$ cat src/rtl/mem_port_arbiter.sv
// mem_port_arbiter
// Shares one single-port RAM between the instruction-refill requester and the
// data requester. One transaction is in flight at a time: IDLE picks a winner
// and registers its address/write data onto the RAM port, WAIT counts out the
// RAM read latency (or issues the single write strobe), DONE pulses the
// winner's acknowledge for one cycle.
//
// Build option: define ARB_ROUND_ROBIN_EN to alternate grants on conflicting
// requests. Without it the data port wins every conflict.
//
// Handshake: a requester raises req with stable address/data and holds it
// until it sees its ack (a single-cycle pulse). It drops req on the edge that
// samples ack; req still high in the IDLE cycle after DONE is a new request.
// A losing req is not remembered and is simply re-evaluated in the next IDLE.
module mem_port_arbiter #(
    parameter int ADDR_W  = 32,
    parameter int DATA_W  = 32,
    parameter int RAM_LAT = 1
) (
    input  logic              clock,
    input  logic              reset,
    input  logic              i_req,
    input  logic [ADDR_W-1:0] i_addr,
    output logic              i_ack,
    output logic [DATA_W-1:0] i_rdata,
    input  logic              d_req,
    input  logic              d_we,
    input  logic [ADDR_W-1:0] d_addr,
    input  logic [DATA_W-1:0] d_wdata,
    output logic              d_ack,
    output logic [DATA_W-1:0] d_rdata,
    output logic [ADDR_W-1:0] ram_addr,
    output logic              ram_we,
    output logic [DATA_W-1:0] ram_wdata,
    input  logic [DATA_W-1:0] ram_rdata,
    output logic              busy,
    output logic              owner,
    output logic [1:0]        o_state
);

    typedef enum logic [1:0] {
        ST_IDLE = 2'd0,
        ST_WAIT = 2'd1,
        ST_DONE = 2'd2
    } state_t;

    localparam logic [2:0] LP_LAT = 3'(RAM_LAT);

    state_t            r_state;
    logic [2:0]        r_cnt;
    logic              r_owner;
    logic              r_tx_we;
    logic              r_i_ack;
    logic              r_d_ack;
    logic [DATA_W-1:0] r_i_rdata;
    logic [DATA_W-1:0] r_d_rdata;
    logic [ADDR_W-1:0] r_ram_addr;
    logic              r_ram_we;
    logic [DATA_W-1:0] r_ram_wdata;
    logic              w_any_req;
    logic              w_grant_d;

    assign w_any_req = i_req | d_req;

`ifdef ARB_ROUND_ROBIN_EN
    // High when the next conflict goes to the data port (last grant was instruction).
    logic r_rr_fav_d;

    assign w_grant_d = d_req & (~i_req | r_rr_fav_d);

    // Round-robin pointer: moves to the other port on every grant.
    always_ff @(posedge clock) begin
        if (reset) begin
            r_rr_fav_d <= 1'b0;
        end else if (r_state == ST_IDLE && w_any_req) begin
            r_rr_fav_d <= ~w_grant_d;
        end
    end
`else
    // Fixed priority: the data access belongs to an older instruction.
    assign w_grant_d = d_req;
`endif

    // Transaction sequencer: grant, latency count, single-cycle acknowledge.
    always_ff @(posedge clock) begin
        if (reset) begin
            r_state     <= ST_IDLE;
            r_cnt       <= 3'd0;
            r_owner     <= 1'b0;
            r_tx_we     <= 1'b0;
            r_i_ack     <= 1'b0;
            r_d_ack     <= 1'b0;
            r_i_rdata   <= '0;
            r_d_rdata   <= '0;
            r_ram_addr  <= '0;
            r_ram_we    <= 1'b0;
            r_ram_wdata <= '0;
        end else begin
            case (r_state)
                ST_IDLE: begin
                    if (w_any_req) begin
                        r_owner    <= w_grant_d;
                        r_ram_addr <= w_grant_d ? d_addr : i_addr;
                        r_ram_we   <= w_grant_d & d_we;
                        r_tx_we    <= w_grant_d & d_we;
                        if (w_grant_d) begin
                            r_ram_wdata <= d_wdata;
                        end
                        r_cnt   <= LP_LAT;
                        r_state <= ST_WAIT;
                    end
                end
                ST_WAIT: begin
                    if (r_tx_we) begin
                        // Writes take one strobe cycle regardless of read latency.
                        r_ram_we <= 1'b0;
                        r_d_ack  <= 1'b1;
                        r_state  <= ST_DONE;
                    end else if (r_cnt == 3'd1) begin
                        if (r_owner) begin
                            r_d_rdata <= ram_rdata;
                            r_d_ack   <= 1'b1;
                        end else begin
                            r_i_rdata <= ram_rdata;
                            r_i_ack   <= 1'b1;
                        end
                        r_state <= ST_DONE;
                    end else begin
                        r_cnt <= r_cnt - 3'd1;
                    end
                end
                ST_DONE: begin
                    r_i_ack <= 1'b0;
                    r_d_ack <= 1'b0;
                    r_state <= ST_IDLE;
                end
                default: begin
                    r_state <= ST_IDLE;
                end
            endcase
        end
    end

    assign i_ack     = r_i_ack;
    assign d_ack     = r_d_ack;
    assign i_rdata   = r_i_rdata;
    assign d_rdata   = r_d_rdata;
    assign ram_addr  = r_ram_addr;
    assign ram_we    = r_ram_we;
    assign ram_wdata = r_ram_wdata;
    assign busy      = (r_state != ST_IDLE);
    assign owner     = r_owner;
    assign o_state   = r_state;

endmodule

$ cat config.mk
export PLATFORM = sky130hd
export DESIGN_NAME = mem_port_arbiter
export DESIGN_NICKNAME = d
export VERILOG_FILES = /design/src/rtl/mem_port_arbiter.sv
export SDC_FILE = /design/constraint.sdc
export NUM_CORES = 1
export LEC_CHECK = 0
export ABC_CLOCK_PERIOD_IN_PS = 1750
export BUFFER_PORTS_ARGS = -buffer_cell sky130_fd_sc_hd__buf_4
export CORE_ASPECT_RATIO = 1.1
export CORE_UTILIZATION = 40
export CTS_CLUSTER_DIAMETER = 60
export DETAILED_ROUTE_END_ITERATION = 7
export GPL_ROUTABILITY_DRIVEN = 0
export PLACE_DENSITY = 0.73
export SLEW_MARGIN = 20
export SYNTH_ARGS = -nofsm -noshare
export SYNTH_HDL_FRONTEND = slang
export SYNTH_SLANG_ARGS = --single-unit
export TNS_END_PERCENT = 100
$ cat constraint.sdc
create_clock -name clock -period 1.75 [get_ports clock]
set_input_delay 0.35 -clock clock [delete_from_list [all_inputs] [get_ports clock]]
set_output_delay 0.35 -clock clock [all_outputs]
set_load 0.02 [all_outputs]
# After elaboration in Yosys (flattened, before gate mapping)
# Cells that the tools add are included.
# totals
register_bits,138
out_inout_bits,135
in_bits,133
# classes
n_mux,20
n_eq_ne,11
n_reduce_logical,13
n_addsub,1
n_bitwise,4
# op_table
op,count
32-bit two-way mux,1
4-bit AND reduction,4
"2-bit != test, second input constant",6
3-bit two-way mux,3
3-bit AND reduction,3
1-bit two-way mux,8
2-bit two-way mux,3
"3-bit != test, second input constant",2
1-bit one-hot mux with 2 select lines,3
3-bit one-hot mux with 2 select lines,1
2-bit nonzero test,3
2-bit one-hot mux with 2 select lines,1
2-bit AND reduction,2
"3-bit by 1-bit equality test with 1-bit output, second input constant",1
"3-bit by 1-bit subtractor with 3-bit output, second input constant",1
"2-bit by 1-bit equality test with 1-bit output, second input constant",1
"2-bit equality test, second input constant",1
2-bit logical NOT,1
1-bit NOT,2
1-bit AND,1
1-bit OR,1

# Logic depth before layout (Yosys ltp)
# Gate-level depths: netlist of run 1.
# depth
ltp_word,4
ltp_mapped,7
mapped_depth_nobuf,5

# Worst setup path before layout of run 1
# OpenSTA, ideal clock, no wires.
# synth_path
path_kind,register to register
from,"register r_state[1], in the netlist o_state[1]"
to,"register r_ram_addr[10], in the netlist ram_addr[10]"
period_less_slack_ns,1.681
n_path_buf,2
setup_time_ns,0.134
slack_ns,0.069
t_arrival_ns,1.547
path_stages_with_launch,7
path_cell_list,dfxtp_1 -> buf_6 -> nor2_1 -> inv_1 -> nor2_1 -> buf_2 -> a211oi_1
# synth_via
elab_chain_cells,2
# synth_lines
item,line_no,source
from (decl),49,state_t r_state;
from (signal assigned),87,r_state <= ST_IDLE;
from (signal assigned),110,r_state <= ST_WAIT;
from (signal assigned),118,r_state <= ST_DONE;
2-bit logical NOT,99,case (r_state)
2-bit AND reduction (no source line),--,
to (signal assigned),103,r_ram_addr <= w_grant_d ? d_addr : i_addr;
to (decl),57,logic [ADDR_W-1:0] r_ram_addr;
# No other way between the ends.
# A chain may end at the register's enable or synchronous reset.

# Worst setup path in the final report of run 1
# layout_path
from,"register r_state[0], in the netlist o_state[0]"
to,output busy
# layout_via
elab_chain_cells,1
# layout_lines
item,line_no,source
2-bit nonzero test,151,assign busy = (r_state != ST_IDLE);
to (decl),36,"output logic busy,"
# No other way between the ends.

==> results of run 1 <==
[logic make-up (layout without fill, tap and decap cells)]
family | count (synthesis) | count (layout) | synth area share [%]
buffers and inverters | 48 | 317 | 3.92
adder cells (fa/ha/maj) | 2 | 2 | 0.438
AND/OR/NAND/NOR | 155 | 155 | 16.0
multiplexers | 129 | 129 | 22.6
flip-flops | 138 | 138 | 48.3
AO/OA/AOI/OAI | 80 | 80 | 8.65
[worst max-delay path, delay by kind of cell, from the launching register on]
kind                   cells  cell delay (ns)
buffers and inverters      3             0.41
DFF                        1             0.34
and+or+nand+nor            1             0.14
[per-layer routing]
layer | global-route usage, % | wire, um | part of all wire (%)
met1 | 23.2 | 6220 | 41
met2 | 34.1 | 7410 | 49
met3 | 6.83 | 1090 | 7.3
met4 | 8.52 | 282 | 1.9
met5 | 0 | 0 | 0
[flip-flops by register name (all words and copies together) (netlist names), 2 cells and up]
signal / flops
d_rdata: 32
ram_wdata: 32
i_rdata: 32
ram_addr: 32
o_state: 2
r_cnt: 3
[power breakdown]
group	total, W	leakage [nW]	internal, W	switching (W)
clock	0.00354	0.296	0.00227	0.00127
sequential	0.00378	1.13	0.00354	0.000243
combinational	0.00274	2.57	0.00128	0.00146
total	0.0101	3.99	0.00709	0.00297
[Yosys cell counts]
| library cell | number |
|---|---|
| nand2b_1 | 99 |
| a211oi_1 | 32 |
| mux2i_1 | 128 |
| nand3b_1 | 1 |
| mux2_2 | 1 |
| or4_1 | 2 |
| nor3_1 | 1 |
| a311o_1 | 1 |
| buf_4 | 2 |
| and4_1 | 2 |
| nor4_4 | 1 |
| dfxtp_1 | 138 |
| nand2_1 | 3 |
| and2b_1 | 1 |
| a31oi_1 | 1 |
| o211ai_1 | 1 |
| buf_1 | 6 |
| a21oi_1 | 39 |
| or4_4 | 1 |
| nor2_1 | 36 |
| clkbuf_1 | 22 |
| ha_1 | 2 |
| nand4_2 | 1 |
| or2_2 | 1 |
| o21ai_0 | 4 |
| o31ai_1 | 2 |
| nand2b_4 | 1 |
| nor4_1 | 1 |
| nor2b_1 | 3 |
| buf_2 | 11 |
| nor3b_1 | 1 |
| inv_1 | 4 |
| buf_6 | 3 |
[repair_timing]
| action | 4_1_cts | 5_1_grt |
|---|---|---|
| gates resized for setup | 0 | 2 |
| endpoints found under the setup margin | 0 | 9 |
| buffers inserted | 0 | 0 |
[per-stage QoR]
step	std cells	power (W)	hold slack [ns]	instance area [um^2]	util, %
6_report	1009	0.0101	0.176	8510	61.4
2_1_floorplan	552	0.00542	0.477	5710	-
3_5_place_dp	978	0.00659	0.453	7920	57.2
5_1_grt	1009	0.0106	0.163	8510	61.4
4_1_cts	1009	0.0102	0.154	8510	61.4
3_3_place_gp	978	0.00651	0.456	7920	57.2
[path summary, 6_finish.rpt]
path                                start                         to  slack (ns)  cells after the start
setup / recovery  o_state[0]$_SDFFE_PP0P_                       busy        0.11                      4
hold / removal                 d_wdata[4]  ram_wdata[4]$_SDFFE_PP0P_        0.18                      3
setup reg to reg    r_cnt[1]$_SDFFE_PP0P_   i_rdata[14]$_SDFFE_PP0P_        0.21                      5
hold reg to reg        i_ack$_SDFFE_PP0P_         i_ack$_SDFFE_PP0P_        0.47                      2
[area by class of cell]
class                      count  area [um^2]  share of cell area [%]
clock buffer                  24          502                    5.90
sequential                   138         2760                    32.5
tap                          188          235                    2.76
timing repair buffer         282         2170                    25.5
inverter                       4         15.0                   0.176
clock inverter                 7         88.8                    1.04
multi-input combinational    366         2740                    32.2
==> results.sh, run 1 <==
export IMPL_status="finished clean"
export IMPL_synth_distinct_cells=33
export IMPL_yosys_warnings=0
export IMPL_arrival_ns=1.29
export IMPL_track_usage_pct=20.2
export IMPL_area_growth_pct=48.9
export IMPL_syn_inst=552
export IMPL_grt_pass1_wl_mm=23.3
export IMPL_die_h_um=127
export IMPL_skew_ns=0.00674
export IMPL_clk_pin_slew_ns=0.06
export IMPL_fin_setup_tns_ns=0
export IMPL_initial_core_util_pct=41.3
export IMPL_syn_num_nets=687
export IMPL_hp_class="input port to flip-flop"
export IMPL_yosysTopAreaCell="dfxtp_1"
export IMPL_drt_wl_total_mm=15.0
export IMPL_wl_per_cell_um=14.9
export IMPL_path_cells="buf_4 > nor2_2 > inv_2 > buf_4"
export IMPL_rsz0062_at_grt="false"
export IMPL_port_buffers=267
export IMPL_crit_type="flip-flop to output port"
export IMPL_period_share_pct=93.9
export IMPL_dr_first_iter_drc_count=248
export IMPL_fillers=1196
export IMPL_most_common_layout_cells="buf_4, dfxtp_1, mux2i_1"
export IMPL_grt_overflow=0
export IMPL_grt_pass1_vias=4880
export IMPL_clock_latency_ns=0.41
export IMPL_drive_gt1_share_pct=39.2
export IMPL_crit_path_max_fanout=6
export IMPL_antenna_found_initial=0
export IMPL_drv_slew=0
export IMPL_holdBufCountCts=0
export IMPL_path_common_cell="buf_4"
export IMPL_maxCapViolations=0
export IMPL_syn_area_um2=5710
export IMPL_postRouteAntennaNets=0
export IMPL_cts_root_buf="clkbuf_16"
export IMPL_nets=944
export IMPL_synth_seq_cells=138
export IMPL_numCtsBuffers=17
export IMPL_synth_top_area_share_pct=48.3
export IMPL_num_vias=4897
export IMPL_setup_viol=0
export IMPL_required_ns=1.40
export IMPL_cts_buffer_depth=2
export IMPL_cp_slowest_cell="dfxtp_1"
export IMPL_hpwl_mm=10.9
export IMPL_fp_dieW_um=116
export IMPL_design_core_area_um2=13900
export IMPL_ys_seq_area_share_pct=48.3
export IMPL_critPathCaptureType="output port"
export IMPL_layout_setup_ws_ns=0.107
export IMPL_critPathMaxStageDelay_ns=0.34
export IMPL_max_freq_mhz=609
export IMPL_cts_num_sinks=138
export IMPL_vdd_drop_max_mv=0.644
export IMPL_fp_dieArea_um2=14800
export IMPL_num_antenna_cells=0
export IMPL_crit_path_start_kind="flip-flop"
export IMPL_final_common_cell="buf_4"
export IMPL_max_slew_worst_pin_slew_ns=0.660
export IMPL_dpl_worst_slack_ns=0.108
export IMPL_cts_tree="yes"
export IMPL_drtPass1Iterations=7
export IMPL_hold_viol_final=0
export IMPL_io_pins=268
export IMPL_ys_top_cells_by_area="dfxtp_1, mux2i_1, nand2b_1, a211oi_1, a21oi_1"
export IMPL_grt_max_degree=102
export IMPL_drt_vias_per_instance=4.85
export IMPL_drc=0
export IMPL_powerDensity_nw_per_um2=1180
export IMPL_rows=45
export IMPL_syn_avg_cell_area_um2=10.4
export IMPL_finalWorstPathRequiredPeriod_ns=1.64
export IMPL_p_leak_nw=3.99
export IMPL_htree_levels=4
export IMPL_relSlewSlack_pct=56.0
Power figures use the tool's default switching activity.
==> run 2, diff against run 1 <==
- ABC_CLOCK_PERIOD_IN_PS: 1750 -> 1520
- BUFFER_PORTS_ARGS: -buffer_cell sky130_fd_sc_hd__buf_4 -> -buffer_cell sky130_fd_sc_hd__buf_2
- clock period: 1.75 -> 1.52 ns (I/O delays scaled with it)
==> run 2 against run 1 <==
  * Wire length fell by 6.0%
  * Core utilization fell by 2.9 points
  * Register-to-register slack got worse by 0.15 ns
  * Via count fell by 1.3%
  * Critical path type unchanged
  * Largest power group unchanged
==> results.sh, run 2 (synthesis gave the netlist of run 1 again) <==
export IMPL_status="finished clean"
export IMPL_max_slew_worst_pin_slew_ns=0.434
export IMPL_area_growth_pct=41.9
export IMPL_required_ns=1.22
export IMPL_grt_pass1_wl_mm=21.9
export IMPL_finalPower_w=0.0116
export IMPL_grt_overflow=0
export IMPL_arrival_ns=1.17
export IMPL_fp_dieW_um=116
export IMPL_port_buffers=267
export IMPL_numCtsBuffers=17
export IMPL_track_usage_pct=18.9
export IMPL_crit_path_max_fanout=6
export IMPL_most_common_layout_cells="buf_2, dfxtp_1, mux2i_1"
export IMPL_p_leak_nw=3.97
export IMPL_place_area_um2=7410
export IMPL_grt_max_degree=48
export IMPL_clk_pin_slew_ns=0.06
export IMPL_die_h_um=127
export IMPL_dr_first_iter_drc_count=174
export IMPL_rows=45
export IMPL_drc=0
export IMPL_hpwl_mm=9.97
export IMPL_critPathCaptureType="output port"
export IMPL_initial_core_util_pct=41.3
export IMPL_htree_levels=4
export IMPL_fillers=1256
export IMPL_path_cells="buf_4 > buf_2"
export IMPL_postRouteAntennaNets=0
export IMPL_design_core_area_um2=13900
export IMPL_num_vias=4832
export IMPL_powerDensity_nw_per_um2=1430
export IMPL_fp_dieArea_um2=14800
export IMPL_cp_slowest_cell="dfxtp_1"
export IMPL_max_freq_mhz=681
export IMPL_relSlewSlack_pct=70.8
export IMPL_finalWorstPathRequiredPeriod_ns=1.47
export IMPL_drt_vias_per_instance=4.73
export IMPL_crit_path_start_kind="flip-flop"
export IMPL_final_area_um2=8110
export IMPL_io_pins=268
export IMPL_period_share_pct=96.7
export IMPL_skew_ns=0.00784
export IMPL_cts_tree="yes"
export IMPL_vdd_drop_max_mv=0.777
export IMPL_critPathMaxStageDelay_ns=0.39
export IMPL_crit_type="flip-flop to output port"
export IMPL_rsz0062_at_grt="true"
export IMPL_antenna_found_initial=2
export IMPL_whs_ns=0.126
export IMPL_drive_gt1_share_pct=41.2
export IMPL_cts_buffer_depth=2
export IMPL_clock_latency_ns=0.41
export IMPL_drtPass1Iterations=4
export IMPL_nets=954
export IMPL_cts_root_buf="clkbuf_16"
export IMPL_cts_num_sinks=138
export IMPL_final_common_cell="buf_2"
export IMPL_dpl_worst_slack_ns=-0.0106
export IMPL_grt_pass1_vias=4543
export IMPL_maxCapViolations=0
export IMPL_hold_viol_final=0
export IMPL_setup_viol=0
export IMPL_wl_per_cell_um=13.8
export IMPL_hp_class="input port to flip-flop"
export IMPL_drt_wl_total_mm=14.1
export IMPL_layout_setup_ws_ns=0.0506
export IMPL_drv_slew=0
==> run 2: cell types whose count changed in the layout (fill, tap and decap cells not counted), sizes merged <==
| cell | change |
|---|---|
| clkinvlp | +3 |
| or4 | +1 |
| inv | +5 |
| clkinv | -2 |
| clkbuf | -3 |
| buf | +7 |
| diode | +2 |
==> run 2: final timing paths <==
check	endpoint	cells after the start	start	slack (ns)
hold reg to reg	i_ack$_SDFFE_PP0P_	2	i_ack$_SDFFE_PP0P_	0.46
setup / recovery	owner	2	owner$_SDFFE_PP0P_	0.05
hold / removal	ram_wdata[26]$_SDFFE_PP0P_	3	d_wdata[26]	0.13
setup reg to reg	i_rdata[25]$_SDFFE_PP0P_	6	o_state[1]$_SDFFE_PP0P_	0.06
==> run 2: final cells by class <==
type / count / area [um^2] / share of cell area (%)
clock buffers: 19 / 464 / 5.73
repair buffers: 291 / 1680 / 20.7
inverters: 4 / 15.0 / 0.185
well taps: 188 / 235 / 2.90
clock inverters: 13 / 154 / 1.90
flip-flops and latches: 138 / 2770 / 34.2
multi-input cells: 367 / 2780 / 34.3
diodes: 2 / 5.00 / 0.0617
==> run 2: what timing repair did <==
item | in CTS | in global routing
pin swaps | 1 | 2
hold buffers | 0 | 0
resized for setup | 4 | 4
setup endpoints to repair | 17 | 48
cloned | 0 | 2
setup buffers | 0 | 2
==> run 2: through the flow <==
stage / util (%) / instances / setup TNS (ns)
6_report: 58.5 / 1022 / 0
4_1_cts: 58.1 / 1016 / 0
3_3_place_gp: 53.5 / 984 / 0
2_1_floorplan: - / 552 / -0.417
3_5_place_dp: 53.5 / 984 / -0.0637
5_1_grt: 58.5 / 1020 / -0.000260
==> run 2: metal layers <==
layer  share of wire [%]  global-route usage [%]  vias up
li1                    -                       -     2452
met1                  43                    22.1     2188
met2                  48                    31.8      173
met3                 7.2                    5.88       19
met4                 2.0                    8.07        0
met5                   0                       0        -
==> run 2: worst max-delay path, delay by kind of cell (launching register included) <==
| family | cells | cell delay, ns |
|---|---|---|
| buffers and inverters | 2 | 0.37 |
| DFF | 1 | 0.39 |
==> run 2: where the power goes <==
part	leakage, nW	internal [W]	switching [W]	total (W)
sequential	1.13	0.00408	0.000260	0.00434
combinational	2.54	0.00132	0.00172	0.00304
clock	0.296	0.00260	0.00162	0.00422
total	3.97	0.00799	0.00360	0.0116
